<file path="config.mk">
export PLATFORM = sky130hd
export DESIGN_NAME = hazard_unit_p
export DESIGN_NICKNAME = d
export VERILOG_FILES = /design/src/rtl/hazard_pkg.sv /design/src/rtl/hazard_match.sv /design/src/rtl/hazard_unit_p.sv
export SDC_FILE = /design/constraint.sdc
export NUM_CORES = 1
export LEC_CHECK = 0
export ABC_AREA = 1
export CORE_ASPECT_RATIO = 1.25
export CORE_MARGIN = 2
export CORE_UTILIZATION = 35
export CTS_CLUSTER_DIAMETER = 150
export DETAILED_ROUTE_END_ITERATION = 8
export SYNTH_ARGS = -nofsm -noshare
export SYNTH_HDL_FRONTEND = slang
export SYNTH_SLANG_ARGS = --single-unit
</file>
<file path="constraint.sdc">
create_clock -name clk -period 2.6 [get_ports clk]
set_input_delay 0.26 -clock clk [delete_from_list [all_inputs] [get_ports clk]]
set_output_delay 0.26 -clock clk [all_outputs]
set_load 0.02 [all_outputs]
</file>
<file path="src/rtl/hazard_pkg.sv">
// hazard_pkg
// Shared types for the WISC decode-stage hazard unit: the encoded stall
// cause reported to the decode logic and the branch-wait FSM state.
package hazard_pkg;

  // Reported stall reason; the encoding is visible on the stall_cause port.
  typedef enum logic [1:0] {
    HZ_NONE     = 2'd0,
    HZ_RAW      = 2'd1,
    HZ_LOAD_USE = 2'd2,
    HZ_BR_FLAG  = 2'd3
  } stall_cause_t;

  // IDLE: data hazards and branch detection active.
  // BR_WAIT: holding a branch until the flag writer ahead of it clears EX.
  typedef enum logic {
    ST_IDLE    = 1'b0,
    ST_BR_WAIT = 1'b1
  } hz_state_t;

endpackage

</file>
<file path="src/rtl/hazard_match.sv">
// hazard_match
// Compares one pipeline stage's pending destination register against every
// ID source slot and raises a single hit when any enabled slot matches.
// Register 0 never matches.
// Ports:
//   id_valid  in  ID holds a real instruction
//   src_regs  in  packed source registers, slot i at [i*REG_AW +: REG_AW]
//   src_en    in  per-slot read enable
//   dst       in  stage destination register
//   wrt       in  stage writes its destination
//   hit       out any enabled slot matches a live, non-zero destination
module hazard_match #(
  parameter int REG_AW  = 4,
  parameter int NUM_SRC = 2
) (
  input  logic                      id_valid,
  input  logic [NUM_SRC*REG_AW-1:0] src_regs,
  input  logic [NUM_SRC-1:0]        src_en,
  input  logic [REG_AW-1:0]         dst,
  input  logic                      wrt,
  output logic                      hit
);

  logic [NUM_SRC-1:0] slot_hit;

  generate
    for (genvar gi = 0; gi < NUM_SRC; gi++) begin : g_slot
      assign slot_hit[gi] = src_en[gi] & (src_regs[gi*REG_AW +: REG_AW] == dst);
    end
  endgenerate

  assign hit = id_valid & wrt & (dst != '0) & (|slot_hit);

endmodule

</file>
<file path="src/rtl/hazard_unit_p.sv">
// hazard_unit_p
// Decode-stage hazard detection for the WISC pipeline. Checks ID sources
// against the ID/EX, EX/MEM and MEM/WB destinations, holds a conditional
// branch for BR_STALL_CYCLES cycles while the flag writer ahead of it is in
// EX, flushes IF/ID and ID/EX on a taken branch and counts stall cycles.
// Build option: define HAZARD_FWD_EN when a forwarding network exists; then
// only ID/EX load-use matches stall.
// Ports:
//   clk, rst_n                 clock, asynchronous active-low reset
//   id_valid, id_rd_reg,
//   id_rd_en, id_branch,
//   id_call                    ID-stage instruction description
//   *_wb_dst, *_wrt            per-stage pending destinations
//   id_ex_mem_rd               ID/EX instruction is a load
//   id_ex_flag_wrt             ID/EX instruction writes the flags
//   ex_branch_taken            branch resolved taken in EX
//   perf_clr                   synchronous clear of stall_cnt
//   stall, flush_if_id,
//   flush_id_ex, stall_cause   combinational control outputs
//   stall_cnt                  saturating stall-cycle counter
module hazard_unit_p
  import hazard_pkg::*;
#(
  parameter int REG_AW          = 4,
  parameter int NUM_SRC         = 2,
  parameter int BR_STALL_CYCLES = 1,
  parameter int CNT_W           = 16
) (
  input  logic                      clk,
  input  logic                      rst_n,
  input  logic                      id_valid,
  input  logic [NUM_SRC*REG_AW-1:0] id_rd_reg,
  input  logic [NUM_SRC-1:0]        id_rd_en,
  input  logic                      id_branch,
  input  logic                      id_call,
  input  logic [REG_AW-1:0]         id_ex_wb_dst,
  input  logic [REG_AW-1:0]         ex_mem_wb_dst,
  input  logic [REG_AW-1:0]         mem_wb_dst,
  input  logic                      id_ex_wrt,
  input  logic                      ex_mem_wrt,
  input  logic                      mem_wb_wrt,
  input  logic                      id_ex_mem_rd,
  input  logic                      id_ex_flag_wrt,
  input  logic                      ex_branch_taken,
  input  logic                      perf_clr,
  output logic                      stall,
  output logic                      flush_if_id,
  output logic                      flush_id_ex,
  output logic [1:0]                stall_cause,
  output logic [CNT_W-1:0]          stall_cnt
);

  localparam int BR_W = $clog2(BR_STALL_CYCLES + 1);
  localparam logic [BR_W-1:0] BR_LOAD = BR_W'(BR_STALL_CYCLES - 1);

  hz_state_t         state_reg, state_next;
  logic [BR_W-1:0]   br_cnt_reg, br_cnt_next;
  logic [CNT_W-1:0]  stall_cnt_reg;

  // Stage 0 = ID/EX, 1 = EX/MEM, 2 = MEM/WB.
  logic [REG_AW-1:0] stage_dst [3];
  logic [2:0]        stage_wrt;
  logic [2:0]        stage_hit;

  assign stage_dst[0] = id_ex_wb_dst;
  assign stage_dst[1] = ex_mem_wb_dst;
  assign stage_dst[2] = mem_wb_dst;
  assign stage_wrt    = {mem_wb_wrt, ex_mem_wrt, id_ex_wrt};

  generate
    for (genvar gi = 0; gi < 3; gi++) begin : g_stage
      hazard_match #(
        .REG_AW  (REG_AW),
        .NUM_SRC (NUM_SRC)
      ) u_match (
        .id_valid (id_valid),
        .src_regs (id_rd_reg),
        .src_en   (id_rd_en),
        .dst      (stage_dst[gi]),
        .wrt      (stage_wrt[gi]),
        .hit      (stage_hit[gi])
      );
    end
  endgenerate

  logic load_use;
  logic raw;

  assign load_use = stage_hit[0] & id_ex_mem_rd;

`ifdef HAZARD_FWD_EN
  // Forwarding covers every non-load producer; later-stage hits are dropped.
  logic unused_fwd_hits;
  assign unused_fwd_hits = &{1'b0, stage_hit[2:1]};
  assign raw = 1'b0;
`else
  assign raw = (stage_hit[0] & ~id_ex_mem_rd) | stage_hit[1] | stage_hit[2];
`endif

  logic         br_detect;
  logic         stall_int;
  logic         flush_int;
  stall_cause_t cause_int;

  assign br_detect = id_valid & id_branch & id_ex_flag_wrt;

  always_comb begin
    state_next  = state_reg;
    br_cnt_next = br_cnt_reg;
    stall_int   = 1'b0;
    flush_int   = 1'b0;
    cause_int   = HZ_NONE;
    if (ex_branch_taken) begin
      // Taken branch squashes everything younger, including a pending wait.
      flush_int   = 1'b1;
      state_next  = ST_IDLE;
      br_cnt_next = '0;
    end else begin
      case (state_reg)
        ST_IDLE: begin
          if (br_detect) begin
            stall_int = 1'b1;
            cause_int = HZ_BR_FLAG;
            // The detection cycle is itself the first stall cycle.
            if (BR_STALL_CYCLES > 1) begin
              br_cnt_next = BR_LOAD;
              state_next  = ST_BR_WAIT;
            end
          end else if (!id_call) begin
            if (load_use) begin
              stall_int = 1'b1;
              cause_int = HZ_LOAD_USE;
            end else if (raw) begin
              stall_int = 1'b1;
              cause_int = HZ_RAW;
            end
          end
        end
        ST_BR_WAIT: begin
          stall_int   = 1'b1;
          cause_int   = HZ_BR_FLAG;
          br_cnt_next = br_cnt_reg - BR_W'(1);
          if (br_cnt_reg == BR_W'(1)) begin
            state_next = ST_IDLE;
          end
        end
        default: begin
          state_next  = ST_IDLE;
          br_cnt_next = '0;
        end
      endcase
    end
  end

  always_ff @(posedge clk or negedge rst_n) begin
    if (!rst_n) begin
      state_reg  <= ST_IDLE;
      br_cnt_reg <= '0;
    end else begin
      state_reg  <= state_next;
      br_cnt_reg <= br_cnt_next;
    end
  end

  always_ff @(posedge clk or negedge rst_n) begin
    if (!rst_n) begin
      stall_cnt_reg <= '0;
    end else if (perf_clr) begin
      stall_cnt_reg <= '0;
    end else if (stall_int && (stall_cnt_reg != '1)) begin
      stall_cnt_reg <= stall_cnt_reg + CNT_W'(1);
    end
  end

  // Outputs are forced quiet while reset is held.
  assign stall       = rst_n & stall_int;
  assign flush_if_id = rst_n & flush_int;
  assign flush_id_ex = rst_n & flush_int;
  assign stall_cause = rst_n ? cause_int : HZ_NONE;
  assign stall_cnt   = stall_cnt_reg;

endmodule

</file>
[Word level (Yosys, flattened, before mapping)]
Index checks and enable logic that the tools add are counted.
Cells by class
  $add $sub $neg: 2
  equality and inequality tests: 7
  multiplexer cells: 21
  bitwise operators: 25
  reduce and logical (&&, ||, !) cells: 9
Operator list (number)
  two-way mux 16 bit: 2
  equality test 4 bit: 6
  AND 1 bit: 21
  adder 16 x 1 -> 16 bit (second input constant): 1
  inequality test 16 bit (second input constant): 1
  two-way mux 1 bit: 12
  nonzero test 4 bit: 3
  two-way mux 2 bit: 5
  OR reduction 2 bit: 3
  case mux 2 bit (2 select lines): 1
  nonzero test 2 bit: 2
  inverter 1 bit: 2
  OR 1 bit: 2
  case mux 1 bit (2 select lines): 1
  logical AND 1 bit: 1
  subtractor 1 bit (second input constant): 1
Word-level totals
  flip-flop bits (word level): 18
  input bits: 34
  output and inout bits: 21
  logic and storage cells: 67

[Logic depth before layout (Yosys ltp)]
  depth in word-level cells: 16
  mapped depth: 14
  gate-level depth less buffers: 13

[Modules after synthesis]
From an unflattened synthesis, not the netlist that was laid out.
Second synthesis, totals
  cells, all modules: 293
  area, all modules: 1692.9 um^2
Modules (own cells, without submodules)
  hazard_unit_p: times used 1, cells an instance 185, area each 1219.9 um^2, sequential area each 450.4 um^2
  hazard_match: times used 3, cells an instance 36, area each 157.7 um^2, sequential area each 0.0 um^2

[Worst setup path before layout]
OpenSTA, ideal clock, no wires.
  kind: flip-flop to flip-flop
  start point: register stall_cnt_reg[0] (netlist: stall_cnt[0])
  end point: register stall_cnt_reg[3] (netlist: stall_cnt[3])
  setup time: 119 ps
  arrival time: 1768 ps
  data required time: 2481 ps
  slack: 714 ps
  cell stages (with the launch flop): 12
  path buffers: 1
  period minus slack after synthesis: 1886 ps
  cell sequence: dfrtp_1 ha_1 nand2_1 nor3_4 nand2_2 nor2_2 nand2_1 o21ai_2 inv_2 buf_2 nand4_1 nand2_1
On the way
  word-level cells in the longest chain between the ends: 3
  elaborated cells between the ends (all ways): 6
RTL lines
  start, declared: RTL line hazard_unit_p.sv:58  | logic [CNT_W-1:0] stall_cnt_reg;
  start signal, assigned: RTL line hazard_unit_p.sv:171  | stall_cnt_reg <= stall_cnt_reg + CNT_W'(1);
  adder 16 x 1 -> 16 bit or inequality test 16 bit (tied branches): RTL line hazard_unit_p.sv:171, hazard_unit_p.sv:170
  two-way mux 16 bit or logical AND 1 bit (tied branches): RTL line hazard_unit_p.sv:170  | end else if (stall_int && (stall_cnt_reg != '1)) begin
  two-way mux 16 bit or nonzero test 2 bit (tied branches)
Several ways; a longest one is shown, not always the timed one. The select of a mux whose other input is x is not followed.
A chain may end at the register's enable or synchronous reset.

[Worst setup path after layout]
  start point: input id_rd_reg[4]
  end point: output stall_cause[0]
On the way
  word-level cells in the longest chain between the ends: 14
  elaborated cells between the ends (all ways): 23
RTL lines
  start, declared: RTL line hazard_unit_p.sv:32  | input logic [NUM_SRC*REG_AW-1:0] id_rd_reg,
  equality test 4 bit: RTL line hazard_match.sv:28  | assign slot_hit[gi] = src_en[gi] & (src_regs[gi*REG_AW +: REG_AW] == dst);
  AND 1 bit: RTL line hazard_match.sv:28
  OR reduction 2 bit: RTL line hazard_match.sv:32  | assign hit = id_valid & wrt & (dst != '0) & (|slot_hit);
  AND 1 bit: RTL line hazard_match.sv:32
  AND 1 bit: RTL line hazard_unit_p.sv:97  | assign raw = (stage_hit[0] & ~id_ex_mem_rd) | stage_hit[1] | stage_hit[2];
  OR 1 bit (2 in a row): RTL line hazard_unit_p.sv:97
  two-way mux 1 bit: RTL line hazard_unit_p.sv:133  | end else if (raw) begin
  two-way mux 2 bit *: RTL line hazard_unit_p.sv:130  | if (load_use) begin
  two-way mux 2 bit *: RTL line hazard_unit_p.sv:129  | end else if (!id_call) begin
  two-way mux 2 bit *: RTL line hazard_unit_p.sv:121  | if (br_detect) begin
  case mux 2 bit (2 select lines) *: RTL line hazard_unit_p.sv:119  | case (state_reg)
  two-way mux 2 bit *: RTL line hazard_unit_p.sv:113  | if (ex_branch_taken) begin
  two-way mux 2 bit *: RTL line hazard_unit_p.sv:179  | assign stall_cause = rst_n ? cause_int : HZ_NONE;
  end, declared: RTL line hazard_unit_p.sv:49  | output logic [1:0] stall_cause,
Mark *: on every way between the ends. The rest lies on a longest branch, timed or not.

==> reports/metrics.json <==
{
  "outcome": {
    "outcome": "finished clean"
  },
  "route": {
    "routed_wl_mm": 4.955,
    "remaining_drc_errors": 0,
    "antenna_violating_nets_post_route": 0,
    "drt-pass1-iter-count": 4,
    "routed-via-count": 1925,
    "post_drt_wl_per_cell_um": 12.54,
    "dr.first_iter.drc_count": 83,
    "post_drt_via_cell_ratio": 4.873
  },
  "logic_synthesis": {
    "synth_edf_count": 0,
    "synth_commonest_cells": "sky130_fd_sc_hd__nand2_1 (91), sky130_fd_sc_hd__inv_1 (41), sky130_fd_sc_hd__nor2_1 (33)",
    "postSynthRegisterBits": 18,
    "portion_of_synthesized_cell_area_occupied_by_the_leading_cell_type_pct": 27.07,
    "synthFlopType": "sky130_fd_sc_hd__dfrtp_1",
    "synth_area_per_cell_um2": 5.965,
    "yosys_warnings": 0,
    "async_flop_share_pct": 100.0,
    "synthDominantAreaCellType": "sky130_fd_sc_hd__dfrtp_1",
    "syn_inst": 279,
    "synth-seq-area-share_pct": 27.07,
    "mappedNetlistNets": 314,
    "synthesis.area_um2": 1664,
    "yosys.cell_types.count": 30,
    "post_synth_main_area_contributors": "sky130_fd_sc_hd__dfrtp_1 (27%), sky130_fd_sc_hd__nand2_1 (21%), sky130_fd_sc_hd__inv_1 (9.2%)",
    "top_count_cell_post_synth": "sky130_fd_sc_hd__nand2_1"
  },
  "setup_path": {
    "cp-end-kind": "output port",
    "worstPathRequired_ps": 2340,
    "worstPathCellList": "clkdlybuf4s50_1 > inv_1 > nand2_1 > nand2_1 > nor2_1 > nand3_1 > nand2_1 > nand2_1 > nand3_1 > nand2_1 > nand2_2 > nand2_1 > nor3_1 > dlygate4sd2_1",
    "reg2reg_depth": 11,
    "critical_path.max_fanout": 4,
    "cp_top_family": "buffers and inverters",
    "worst-setup-path-type": "in -> out",
    "crit_arrival_ps": 2150,
    "critical_path.n_buffers_inverters": 3,
    "rr_endpoint": "stall_cnt[4]",
    "critical-path-max-stage-delay_ps": 630,
    "worst-r2r-setup-slack_ps": 550,
    "crit_path_top_cell_by_count": "sky130_fd_sc_hd__nand2_1",
    "critical_path.startpoint_type": "input pin",
    "crit_slowest_cell": "sky130_fd_sc_hd__clkdlybuf4s50_1",
    "worstReg2RegStart": "stall_cnt[0]"
  },
  "floorplan": {
    "dieHeight_um": 81.09,
    "start_util_pct": 35.71,
    "floorplan.io_pins": 55,
    "core-area_um2": 4659,
    "die_area_um2": 5326,
    "rows": 28,
    "dieWidth_um": 65.68
  },
  "power_and_ir_drop": {
    "pwr-share-seq_pct": 40.8,
    "swShare_pct": 27.97,
    "total_leakage_power_nw": 1.302,
    "clkPwrFrac_pct": 33.1,
    "worst_ir_drop_vdd_mv": 0.3156,
    "power.density_nw_per_um2": 296.4,
    "intPower_mw": 0.4979,
    "share_comb_of_total_power_pct": 26.0,
    "switchingPower_mw": 0.1934
  },
  "global_routing": {
    "wire_length_of_the_first_global_routing_pass_mm": 8.079,
    "grt_max_degree": 21,
    "global_route.usage.total_pct": 19.32,
    "grt_antenna_before_repair": 0,
    "number_of_global_route_vias_before_repair": 1822,
    "overflow": 0
  },
  "placement": {
    "place_hpwl_mm": 3.890,
    "placedCellCount": 391,
    "gp_congestion": 0.8929,
    "buffer_ports.inserted": 54
  },
  "finish": {
    "nFillCells": 505,
    "post-route-util_pct": 50.05,
    "multi_input_area_um2": 1001,
    "final_cell_count_no_fill": 395,
    "layout-drive-gt1-share_pct": 6.567,
    "num_antenna_cells": 0,
    "flip_flop_count_of_the_largest_register_all_copies_and_words_added": 16,
    "syn_to_final_growth_pct": 40.15,
    "sequential_cell_area_in_the_final_layout_um2": 450.4,
    "final_net_count": 371
  },
  "clock_tree": {
    "path_clk_slew_ps": 70,
    "number_of_buffers_inserted_for_hold_repair_after_clock_tree_synthesis": 0,
    "number_of_clock_sinks": 18,
    "cts-htree-levels": 1,
    "cts_tree": "yes",
    "cts_root_buffer": "sky130_fd_sc_hd__clkbuf_8",
    "cts_buffer_depth": 2,
    "clkLatencyLatePin_ps": 250,
    "total_cts_buffers": 3
  },
  "sta": {
    "period_needed_ps": 2412,
    "slew-limit-headroom_pct": 76.39,
    "rsz0062_at_grt": "no",
    "finClkSkew_ps": 4.285,
    "tightestPinTransition_ps": 353.8,
    "clock.fmax_mhz": 414.5,
    "min_period_over_period_pct": 92.79,
    "report.final.setup_viol": 0,
    "hold_violations": 0,
    "final_max_tran_viols": 0
  },
  "run": {
    "drv.max_cap_violation_count": 0
  },
  "worst_hold_path": {
    "hold_path_class": "in -> async"
  }
}
-- placed cells by master, fill, tap and decap left out --
master                            instances
sky130_fd_sc_hd__clkbuf_8                 4
sky130_fd_sc_hd__dlygate4sd2_1            2
sky130_fd_sc_hd__nand2_4                  1
sky130_fd_sc_hd__xnor2_1                  5
sky130_fd_sc_hd__dlymetal6s2s_1           1
sky130_fd_sc_hd__inv_1                   41
sky130_fd_sc_hd__a41oi_1                  1
sky130_fd_sc_hd__clkdlybuf4s50_1         51
sky130_fd_sc_hd__o22ai_1                  3
sky130_fd_sc_hd__or2_2                    1
sky130_fd_sc_hd__nand3b_1                 1
sky130_fd_sc_hd__o21ai_0                  1
sky130_fd_sc_hd__nor4_1                   1
sky130_fd_sc_hd__inv_2                    5
sky130_fd_sc_hd__dfrtp_1                 18
sky130_fd_sc_hd__nand3_1                 30
sky130_fd_sc_hd__nor3_1                   2
sky130_fd_sc_hd__ha_1                     1
sky130_fd_sc_hd__o21ai_1                  3
sky130_fd_sc_hd__nand2_2                  3
sky130_fd_sc_hd__nor2_1                  33
sky130_fd_sc_hd__o21ai_2                  1
sky130_fd_sc_hd__nand4_1                 17
sky130_fd_sc_hd__xor2_1                   7
sky130_fd_sc_hd__a21oi_1                  2
sky130_fd_sc_hd__a31oi_1                  2
sky130_fd_sc_hd__nand2_1                 91
sky130_fd_sc_hd__nor3_4                   1
sky130_fd_sc_hd__buf_4                    5
sky130_fd_sc_hd__nor2_2                   1
-- cell type report --
cell class	count	share of cell area, %
inverters	46	7.403
repair buffers	59	24.79
well taps	60	3.219
clock buffers	4	2.361
multi-input cells	208	42.92
flip-flops and latches	18	19.31
-- timing repair --
item / 4_1_cts / 5_1_grt
resized for setup: 2 / 1
gates cloned: 0 / 0
setup buffers: 0 / 0
endpoints found under the setup margin: 2 / 1
pin swaps: 0 / 0
-- through the flow --
| stage | worst slack (ps) | total power [mW] | instance area (µm²) | TNS (ps) | hold slack, ps |
|---|---|---|---|---|---|
| 6_report | 187.5 | 0.6913 | 2332 | 0 | 440.1 |
| 5_1_grt | 9.285 | 0.7277 | 2332 | 0 | 476.6 |
| 2_1_floorplan | 713.7 | 0.3696 | 1664 | 0 | -35.59 |
| 4_1_cts | 8.826 | 0.6975 | 2330 | 0 | 477.2 |
| 3_5_place_dp | -71.70 | 0.4680 | 2277 | -73.32 | 514.5 |
| 3_3_place_gp | -38.22 | 0.4697 | 2277 | -38.22 | 508.8 |
-- how the worst max path moves through the flow --
stage | start | endpoint | depth (start not counted)
CTS | id_rd_reg[7] | stall_cause[1] | 12
detailed placement | id_rd_reg[7] | stall_cause[0] | 14
finish | id_rd_reg[4] | stall_cause[0] | 14
global placement | id_rd_reg[7] | stall_cause[0] | 14
floorplan | stall_cnt[0] | stall_cnt[3] | 11
global route | id_rd_reg[2] | stall_cause[0] | 14
-- per-layer routing --
metal | wire, µm | share of wire [%] | track usage, %
met1 | 2121 | 43 | 21.64
met5 | 0 | 0 | 0
met4 | 134 | 2.7 | 7.917
met2 | 2497 | 50 | 37.17
met3 | 202 | 4.1 | 1.247
-- cells by family (layout without fill, tap and decap cells) --
| family | Yosys count | in the layout | synth area share, % |
|---|---|---|---|
| compound gates | 13 | 13 | 4.737 |
| xor+xnor | 12 | 12 | 6.316 |
| fa+ha+maj | 1 | 1 | 0.7518 |
| buf+inv | 53 | 109 | 12.78 |
| flops | 18 | 18 | 27.07 |
| simple gates | 182 | 182 | 48.35 |
-- power by group through the flow --
| stage | combinational, mW | sequential [mW] | clock, mW |
|---|---|---|---|
| finish | 0.180 | 0.282 | 0.229 |
| detailed placement | 0.181 | 0.287 | 0 |
| global route | 0.199 | 0.282 | 0.247 |
| CTS | 0.181 | 0.282 | 0.234 |
| floorplan | 0.0812 | 0.288 | 0 |
| global placement | 0.182 | 0.287 | 0 |
(Power assumes the default switching activity.)
